File: src/rtl/pixel_controller_if.sv
// Handshake/bus bundle for pixel_controller: frame request, row acknowledge and all
// sensor-side strobes, ramp code and row readout signals.
interface pixel_controller_if #(
    parameter int unsigned NUM_ROWS = 2
);
    logic                START;
    logic                ROW_ACK;
    logic                ERASE;
    logic                EXPOSE;
    logic                RAMP;
    logic [7:0]          CONVERT_CNT;
    logic [NUM_ROWS-1:0] READ;
    logic                ROW_VALID;
    logic                BUSY;
    logic                FRAME_DONE;

    modport master (
        output START, ROW_ACK,
        input  ERASE, EXPOSE, RAMP, CONVERT_CNT, READ, ROW_VALID, BUSY, FRAME_DONE
    );

    modport slave (
        input  START, ROW_ACK,
        output ERASE, EXPOSE, RAMP, CONVERT_CNT, READ, ROW_VALID, BUSY, FRAME_DONE
    );
endinterface

File: src/rtl/pixel_controller.sv
// Pixel array frame sequencer: erase, expose, ramp conversion, row-by-row readout.
// Define PIXEL_CONTROLLER_AUTO_RESTART_EN for free-running back-to-back frames.
module pixel_controller #(
    parameter int unsigned ERASE_CYCLES  = 5,
    parameter int unsigned EXPOSE_CYCLES = 255,
    parameter int unsigned NUM_ROWS      = 2
) (
    input logic              CLK,
    input logic              RESET_N,
    pixel_controller_if.slave bus
);
    localparam int unsigned CntW = 16;
    localparam int unsigned RowW = $clog2(NUM_ROWS + 1);

    typedef enum logic [2:0] {StIdle, StErase, StExpose, StConvert, StRead} state_e;

    state_e              state_q, state_d;
    logic [CntW-1:0]     cnt_q, cnt_d;
    logic [RowW-1:0]     row_q, row_d;
    logic                valid_q, valid_d;
    logic                erase_q, erase_d;
    logic                expose_q, expose_d;
    logic                ramp_q, ramp_d;
    logic [7:0]          conv_q, conv_d;
    logic [NUM_ROWS-1:0] read_q, read_d;
    logic                busy_q, busy_d;
    logic                done_q, done_d;

    always_comb begin
        state_d = state_q;
        cnt_d   = cnt_q;
        row_d   = row_q;
        valid_d = valid_q;
        unique case (state_q)
            StIdle: begin
                if (bus.START) begin
                    state_d = StErase;
                    cnt_d   = '0;
                end
            end
            StErase: begin
                if (cnt_q == CntW'(ERASE_CYCLES - 1)) begin
                    state_d = StExpose;
                    cnt_d   = '0;
                end else begin
                    cnt_d = cnt_q + 16'd1;
                end
            end
            StExpose: begin
                if (cnt_q == CntW'(EXPOSE_CYCLES - 1)) begin
                    state_d = StConvert;
                    cnt_d   = '0;
                end else begin
                    cnt_d = cnt_q + 16'd1;
                end
            end
            StConvert: begin
                if (cnt_q == 16'd511) begin
                    state_d = StRead;
                    cnt_d   = '0;
                    row_d   = '0;
                    valid_d = 1'b0;
                end else begin
                    cnt_d = cnt_q + 16'd1;
                end
            end
            StRead: begin
                // row_q == NUM_ROWS marks the single FRAME_DONE cycle after the last transfer
                if (row_q == RowW'(NUM_ROWS)) begin
                    row_d   = '0;
                    valid_d = 1'b0;
`ifdef PIXEL_CONTROLLER_AUTO_RESTART_EN
                    state_d = StErase;
`else
                    state_d = StIdle;
`endif
                end else if (!valid_q) begin
                    valid_d = 1'b1;
                end else if (bus.ROW_ACK) begin
                    valid_d = 1'b0;
                    row_d   = row_q + 1'b1;
                end
            end
            default: begin
                state_d = StIdle;
                cnt_d   = '0;
                row_d   = '0;
                valid_d = 1'b0;
            end
        endcase

        erase_d  = (state_d == StErase);
        expose_d = (state_d == StExpose);
        ramp_d   = (state_d == StConvert) && cnt_d[0];
        conv_d   = (state_d == StConvert) ? cnt_d[8:1] : 8'd0;
        busy_d   = (state_d != StIdle);
        done_d   = (state_d == StRead) && (row_d == RowW'(NUM_ROWS));
        for (int unsigned i = 0; i < NUM_ROWS; i++) begin
            read_d[i] = (state_d == StRead) && (row_d == RowW'(i));
        end
    end

    always_ff @(posedge CLK or negedge RESET_N) begin
        if (!RESET_N) begin
            state_q  <= StIdle;
            cnt_q    <= '0;
            row_q    <= '0;
            valid_q  <= 1'b0;
            erase_q  <= 1'b0;
            expose_q <= 1'b0;
            ramp_q   <= 1'b0;
            conv_q   <= 8'd0;
            read_q   <= '0;
            busy_q   <= 1'b0;
            done_q   <= 1'b0;
        end else begin
            state_q  <= state_d;
            cnt_q    <= cnt_d;
            row_q    <= row_d;
            valid_q  <= valid_d;
            erase_q  <= erase_d;
            expose_q <= expose_d;
            ramp_q   <= ramp_d;
            conv_q   <= conv_d;
            read_q   <= read_d;
            busy_q   <= busy_d;
            done_q   <= done_d;
        end
    end

    assign bus.ERASE       = erase_q;
    assign bus.EXPOSE      = expose_q;
    assign bus.RAMP        = ramp_q;
    assign bus.CONVERT_CNT = conv_q;
    assign bus.READ        = read_q;
    assign bus.ROW_VALID   = valid_q;
    assign bus.BUSY        = busy_q;
    assign bus.FRAME_DONE  = done_q;
endmodule

File: src/flat_wrapper.sv
// flat-port wrapper written by rule: the top's interface ports become plain ports
module pixel_controller_flat 
#(
    parameter int unsigned ERASE_CYCLES  = 5,
    parameter int unsigned EXPOSE_CYCLES = 255,
    parameter int unsigned NUM_ROWS      = 2
)
  (CLK, RESET_N, bus_START, bus_ROW_ACK, bus_ERASE, bus_EXPOSE, bus_RAMP, bus_CONVERT_CNT, bus_READ, bus_ROW_VALID, bus_BUSY, bus_FRAME_DONE);
  pixel_controller_if #(.NUM_ROWS(NUM_ROWS)) bus_i ();
  input logic CLK;
  input logic RESET_N;
  input wire logic [$bits(bus_i.START)-1:0] bus_START;
  input wire logic [$bits(bus_i.ROW_ACK)-1:0] bus_ROW_ACK;
  output wire logic [$bits(bus_i.ERASE)-1:0] bus_ERASE;
  output wire logic [$bits(bus_i.EXPOSE)-1:0] bus_EXPOSE;
  output wire logic [$bits(bus_i.RAMP)-1:0] bus_RAMP;
  output wire logic [$bits(bus_i.CONVERT_CNT)-1:0] bus_CONVERT_CNT;
  output wire logic [$bits(bus_i.READ)-1:0] bus_READ;
  output wire logic [$bits(bus_i.ROW_VALID)-1:0] bus_ROW_VALID;
  output wire logic [$bits(bus_i.BUSY)-1:0] bus_BUSY;
  output wire logic [$bits(bus_i.FRAME_DONE)-1:0] bus_FRAME_DONE;
  assign bus_i.START = bus_START;
  assign bus_i.ROW_ACK = bus_ROW_ACK;
  assign bus_ERASE = bus_i.ERASE;
  assign bus_EXPOSE = bus_i.EXPOSE;
  assign bus_RAMP = bus_i.RAMP;
  assign bus_CONVERT_CNT = bus_i.CONVERT_CNT;
  assign bus_READ = bus_i.READ;
  assign bus_ROW_VALID = bus_i.ROW_VALID;
  assign bus_BUSY = bus_i.BUSY;
  assign bus_FRAME_DONE = bus_i.FRAME_DONE;
  pixel_controller #(.ERASE_CYCLES(ERASE_CYCLES), .EXPOSE_CYCLES(EXPOSE_CYCLES), .NUM_ROWS(NUM_ROWS)) u_core (.CLK(CLK), .RESET_N(RESET_N), .bus(bus_i));
endmodule
File: config.mk
export PLATFORM = sky130hd
export DESIGN_NAME = pixel_controller_flat
export DESIGN_NICKNAME = d
export VERILOG_FILES = /design/src/rtl/pixel_controller_if.sv /design/src/rtl/pixel_controller.sv /design/src/flat_wrapper.sv
export SDC_FILE = /design/constraint.sdc
export NUM_CORES = 1
export LEC_CHECK = 0
export BUFFER_PORTS_ARGS = -buffer_cell sky130_fd_sc_hd__buf_2
export CORE_MARGIN = 8
export CORE_UTILIZATION = 50
export DETAILED_ROUTE_END_ITERATION = 7
export PLACE_DENSITY = 0.73
export SETUP_SLACK_MARGIN = 0.1
export SYNTH_ARGS = -nofsm -noshare
export SYNTH_HDL_FRONTEND = slang
export SYNTH_SLANG_ARGS = --single-unit
File: constraint.sdc
create_clock -name CLK -period 4.7 [get_ports CLK]
set_clock_uncertainty 0.05 [all_clocks]
set_input_delay 0.47 -clock CLK [delete_from_list [all_inputs] [get_ports CLK]]
set_output_delay 0.47 -clock CLK [all_outputs]
set_load 0.02 [all_outputs]
==> impl_metrics.csv, run 1 <==
group,metric,value,unit
run_status,status,"finished, final reports clean",
synth,syn_area_per_cell,9.576,µm²
worst_setup_path,r2r_cells,5,
final_layout,final_common_cell,"dfrtp_1",
timing,slew_violations,0,
power_and_ir_drop,power_frac_comb,0.352,
clock_tree,cts-resized-gates,0,
detailed_routing,routedWlPerCell,15.48,µm
final_layout,nets,226,
clock_tree,clock_latency,290,ps
timing,fmaxAchievable,0.3406,GHz
worst_setup_path,path_class,"reg -> reg",
synth,synth_warnings,0,
worst_setup_path,slowest_stage,"nor4_4",
detailed_routing,viasPerCell,6.022,
worst_setup_path,worstPathArrival,3030,ps
grt,grt_max_degree,38,
grt,antenna_found_initial,0,
placed_design,dp_hpwl,2860,µm
synth,syn_area,1906,µm²
final_layout,final_cell_mix,"dfrtp_1, buf_2, nand2_1",
timing,whs,210.8,ps
clock_tree,cts_root_buf,"clkbuf_8",
power_and_ir_drop,cellPowerDensity,464.2,nW/µm²
synth,async_flop_share,1.000,
worst_setup_path,crit_family,"simple AND/OR/NAND/NOR gates",
grt,grt-ovfl-total,0,
placed_design,io_buffer_count,19,
power_and_ir_drop,swShare,0.3852,
timing,setup_violations,0,
timing,setup_tns,0,ps
floorplan,die_h,77.74,µm
clock_tree,htree_levels,2,
detailed_routing,num_vias,1608,
worst_setup_path,cpPeakStageDelay,650,ps
synth,synth.distinct_cells,46,
worst_setup_path,path_cells,"or4_1 > or4_1 > o21ba_4 > nor4_4 > o21ai_0",
clock_tree,path_clk_slew,70,ps
worst_setup_path,cp.depth,5,
grt,grt_pass1_wl,6872,µm
detailed_routing,postRouteAntennaNets,0,
worst_setup_path,critPathLaunchType,"flip-flop",
final_layout,n_antenna_cell,0,
synth,synth_ff_type,"dfrtp_1",
timing,hold_violations,0,
timing,finalCriticalPeriod,2936,ps
clock_tree,cts_tree,"built",
floorplan,initial_utilization,0.5205,
synth,seq_area_frac_synth,0.4859,
synth,ys_ff_latch,37,
floorplan,die_area,6043,µm²
clock_tree,postCtsHoldBufs,0,
timing,rsz0062_at_grt,"false",
worst_setup_path,crit_top_cell,"or4_1",
final_layout,area_growth,11.42,%
worst_setup_path,startpoint,"u_core.cnt_q[10]",
worst_setup_path,critPathRequiredTime,4790,ps
grt,track_usage,0.1397,
synth,synth_edf_count,0,
final_layout,drive_gt1_frac,0.1735,
timing,finalCritPeriodShare,0.6247,
clock_tree,cts_max_path_buffers,2,
clock_tree,cts_sinks,37,
worst_setup_path,crit_fanout,13,
power_and_ir_drop,p_leak,0.0009521,µW
power_and_ir_drop,ir_worst_vdd,0.1779,mV
grt,grt_pass1_vias,1503,
floorplan,coreArea,3661,µm²
final_layout,fill_cells,324,
clock_tree,post-cts-setup-buffer-count,0,
detailed_routing,first_pass_iters,4,
clock_tree,numCtsBuffers,5,
detailed_routing,drtIter0Drc,117,
detailed_routing,drc,0,
power_and_ir_drop,intPower,606.0,µW
timing,tightest_slew,1077,ps
placed_design,place.gp.congestion,0.9162,
detailed_routing,drt_wl_total,4134,µm
floorplan,die_x,77.74,µm
worst_setup_path,r2r-start,"u_core.cnt_q[10]",
job,cap_violations,0,
min_path,hp-class,"in -> async",
power_and_ir_drop,p_sw,379.7,µW
floorplan,rows,22,
floorplan,ios,20,
synth,synth_nets,207,
timing,slew_headroom,0.2802,
synth,postSynthCellCount,199,
worst_setup_path,critPathCaptureType,"flip-flop",
power_and_ir_drop,p_seq_frac,0.404,
worst_setup_path,path_buf_inv,0,
power_and_ir_drop,pwr-share-clk,0.244,
state kept, by name, indices dropped and copies added (netlist names):
name / count
u_core.bus.BUSY: 1
u_core.bus.CONVERT_CNT: 8
u_core.bus.ERASE: 1
u_core.bus.EXPOSE: 1
u_core.bus.FRAME_DONE: 1
u_core.bus.RAMP: 1
u_core.bus.READ: 2
u_core.bus.ROW_VALID: 1
u_core.cnt_q: 16
u_core.row_q: 2
u_core.state_q: 3
cell families after synthesis:
kind of cell | count (synthesis) | synth area share
xor+xnor | 3 | 0.01379
fa+ha+maj | 4 | 0.02627
simple gates | 80 | 0.2377
compound gates | 50 | 0.1714
mux | 2 | 0.01116
flops | 37 | 0.4859
buf+inv | 23 | 0.05384
path summary, 6_finish.rpt:
kind | endpoint | slack [ps]
setup / recovery | u_core.cnt_q[9] | 1760
hold / removal | u_core.bus.CONVERT_CNT[3] | 210
setup reg to reg | u_core.cnt_q[9] | 1760
hold reg to reg | u_core.bus.RAMP | 470
max in group asynchronous | u_core.state_q[1] | 3890
min in group CLK | u_core.bus.RAMP | 470
area by class of cell:
class / instances / area, µm² / area share
Clock buffer: 7 / 96.34 / 0.04537
Clock inverter: 1 / 5.005 / 0.002357
Inverter: 15 / 56.30 / 0.02652
Multi-Input combinational cell: 139 / 877.1 / 0.4131
Sequential cell: 37 / 925.9 / 0.4361
Tap cell: 48 / 60.06 / 0.02829
Timing Repair Buffer: 20 / 102.6 / 0.04832
worst reg2reg max path: stages (launching register included):
cell     delay [ps]
dfrtp_1         440
or4_1           600
or4_1           540
o21ba_4         320
nor4_4          650
o21ai_0         200
per-layer routing:
| layer | GRT usage | part of all wire | wire (µm) | up-vias |
|---|---|---|---|---|
| met1 | 0.1642 | 0.45 | 1847 | 763 |
| met4 | 0.07736 | 0.023 | 97 | 0 |
| li1 | - | - | - | 766 |
| met5 | 0 | 0 | 0 | - |
| met2 | 0.2147 | 0.46 | 1882 | 70 |
| met3 | 0.05300 | 0.074 | 306 | 9 |
power by group through the flow:
| stage | clock network [µW] | registers [µW] | logic (µW) |
|---|---|---|---|
| after floorplan | 0 | 416 | 255 |
| after global placement | 0 | 403 | 345 |
| after detailed placement | 0 | 403 | 348 |
| after CTS | 246 | 397 | 347 |
| after global routing | 260 | 405 | 379 |
| final | 240 | 398 | 347 |
cells in the mapped netlist (all sizes together), types with 2 or more instances:
library cell / instances / area (µm²)
dfrtp: 37 / 925.9
o21ai: 18 / 90.09
nor4: 6 / 52.55
buf: 3 / 27.52
ha: 4 / 50.05
or4: 4 / 30.03
o311ai: 2 / 17.52
or3: 4 / 25.02
xor2: 2 / 17.52
nor2b: 2 / 12.51
clkbuf: 5 / 18.77
nor3: 10 / 61.31
nand2: 18 / 67.56
nand4: 5 / 31.28
nand3: 7 / 35.03
o32ai: 2 / 17.52
inv: 15 / 56.30
nand2b: 2 / 12.51
or2: 3 / 18.77
o31ai: 7 / 52.55
o22ai: 5 / 31.28
nor2: 13 / 48.80
a21oi: 7 / 35.03
through the flow:
step,cell area [µm²],total power [µW],std cells,utilization,worst slack [ps]
2_1_floorplan,1906,670.6,199,-,2282
3_3_place_gp,2022,748.2,259,0.5523,1851
3_5_place_dp,2022,750.8,259,0.5523,1805
4_1_cts,2123,989.8,267,0.5800,1795
5_1_grt,2123,1045,267,0.5800,1643
6_report,2123,985.7,267,0.5800,1764
(Power assumes the default switching activity.)
==> inputs of run 2 (changes only) <==
PLACE_DENSITY = 0.76   (was 0.73)
clock period = 2.4 ns   (was 4.7 ns; I/O delays follow)
==> impl_metrics.csv, run 2 (synthesized netlist as in run 1, its figures left out) <==
group,metric,value,unit
worst_setup_path,path_buf_inv,1,
min_path,hp-class,"in -> async",
worst_setup_path,crit_top_cell,"or4_4",
grt,antenna_found_initial,0,
floorplan,rows,22,
worst_setup_path,crit_family,"simple AND/OR/NAND/NOR gates",
worst_setup_path,cpPeakStageDelay,590,ps
final_layout,n_antenna_cell,0,
detailed_routing,drc,0,
timing,finalCriticalPeriod,2342,ps
timing,whs,-15.06,ps
run_status,status,"finished, violations left",
grt,grt_pass1_vias,1676,
worst_setup_path,r2r-start,"u_core.cnt_q[15]",
worst_setup_path,critPathLaunchType,"flip-flop",
final_layout,largest_reg_flops,16,
worst_setup_path,path_cells,"or4_4 > or4_4 > o21ba_4 > nor4_4 > buf_4 > o22ai_1",
job,cap_violations,0,
power_and_ir_drop,swShare,0.3858,
final_layout,final_cell_count_no_fill,293,
grt,grt_pass1_wl,7700,µm
worst_setup_path,ff2ff_setup_slack,60,ps
detailed_routing,drt_wl_total,4982,µm
grt,grt-ovfl-total,0,
detailed_routing,postRouteAntennaNets,0,
worst_setup_path,critPathCaptureType,"flip-flop",
timing,finalCritPeriodShare,0.9760,
placed_design,dp.cells,281,
final_layout,area_growth,27.25,%
timing,hold_violations,37,
final_layout,final_common_cell,"dfrtp_1",
worst_setup_path,regToRegEndpoint,"u_core.cnt_q[3]",
floorplan,die_area,6043,µm²
power_and_ir_drop,p_sw,850.0,µW
timing,fmaxAchievable,0.4269,GHz
timing,tightest_slew,852.5,ps
clock_tree,htree_levels,2,
worst_setup_path,critPathRequiredTime,2520,ps
floorplan,ios,20,
placed_design,io_buffer_count,19,
floorplan,die_x,77.74,µm
final_layout,fin_util,0.6623,
detailed_routing,viasPerCell,5.891,
power_and_ir_drop,pwr-share-clk,0.186,
placed_design,dp_hpwl,3258,µm
run_status,failed_checks,"negative hold slack",
worst_setup_path,r2r_cells,6,
worst_setup_path,worstPathArrival,2460,ps
power_and_ir_drop,p_seq_frac,0.347,
floorplan,die_h,77.74,µm
power_and_ir_drop,p_leak,0.001091,µW
floorplan,coreArea,3661,µm²
final_layout,nets,252,
clock_tree,cts_max_path_buffers,2,
clock_tree,clock_latency,290,ps
final_layout,largest_register,"u_core.cnt_q",
detailed_routing,drtIter0Drc,154,
power_and_ir_drop,power_frac_comb,0.466,
placed_design,place.gp.congestion,0.8911,
clock_tree,cts_sinks,37,
power_and_ir_drop,cellPowerDensity,908.6,nW/µm²
power_and_ir_drop,ir_worst_vdd,0.3630,mV
detailed_routing,first_pass_iters,4,
clock_tree,postCtsHoldBufs,0,
timing,slew_violations,0,
clock_tree,cts_tree,"built",
clock_tree,numCtsBuffers,5,
timing,setup_violations,0,
power_and_ir_drop,intPower,1353,µW
clock_tree,path_clk_slew,70,ps
detailed_routing,routedWlPerCell,17.00,µm
worst_setup_path,slowest_stage,"or4_4",
detailed_routing,num_vias,1726,
clock_tree,cts_root_buf,"clkbuf_8",
final_layout,final_cell_mix,"dfrtp_1, buf_4, buf_2",
worst_setup_path,crit_fanout,7,
grt,track_usage,0.1579,
power_and_ir_drop,finalPower,2203,µW
final_layout,drive_gt1_frac,0.3102,
grt,grt_max_degree,38,
floorplan,initial_utilization,0.5205,
timing,slew_headroom,0.4170,
timing,rsz0062_at_grt,"true",
worst_setup_path,path_class,"reg -> reg",
## run 2: power groups by stage
stage / Clock, µW / Sequential, µW / Combinational, µW
after detailed placement: 0 / 771 / 865
after global routing: 456 / 773 / 1090
after global placement: 0 / 767 / 847
final: 410 / 766 / 1030
after CTS: 421 / 759 / 932
after floorplan: 0 / 814 / 501
## run 2: per-stage QoR
step / cell area (µm²) / TNS (ps) / hold slack [ps] / worst slack [ps]
2_1_floorplan: 1926 / 0 / -105.6 / 55.51
3_3_place_gp: 2213 / 0 / 319.7 / 36.39
3_5_place_dp: 2213 / -3.708 / 328.9 / -3.552
4_1_cts: 2337 / 0 / 13.22 / 105.9
5_1_grt: 2425 / 0 / 56.62 / 15.47
6_report: 2425 / 0 / -15.06 / 57.56
## run 2: worst register-to-register path, cell delays in order (launching register included)
cell and delay (ps):
dfrtp_1 390, or4_4 590, or4_4 450, o21ba_4 270
nor4_4 160, buf_4 210, o22ai_1 90
## run 2: area by class of cell
type	instances	area, µm²
fillers	287	1236
multi-input cells	140	996.0
flip-flops and latches	37	925.9
repair buffers	45	306.5
clock buffers	8	80.08
well taps	48	60.06
inverters	15	56.30
## run 2: how the worst max path moves through the flow
stage / startpoint / end / slack (ps) / cells past startpoint
2_1_floorplan: u_core.cnt_q[13] / u_core.cnt_q[11] / 60 / 7
3_3_place_gp: u_core.cnt_q[15] / u_core.cnt_q[7] / 40 / 5
3_5_place_dp: u_core.cnt_q[15] / u_core.cnt_q[2] / -4 / 5
4_1_cts: u_core.cnt_q[13] / u_core.bus.EXPOSE / 110 / 6
5_1_grt: u_core.cnt_q[12] / u_core.cnt_q[7] / 20 / 7
6_report: u_core.cnt_q[15] / u_core.cnt_q[3] / 60 / 6
## run 2: per-layer routing
metal	up-vias	share of wire	global-route usage
met3	20	0.062	0.04954
li1	818	-	-
met5	-	0	0
met1	832	0.41	0.1759
met2	56	0.50	0.2723
met4	0	0.029	0.06415
## run 2: timing repair
action | CTS | global route
setup endpoints to repair | 16 | 24
cloned | 1 | 0
endpoints found under the hold margin | 0 | 0
setup buffers | 3 | 0
gates resized for setup | 2 | 14
pin swaps | 2 | 8
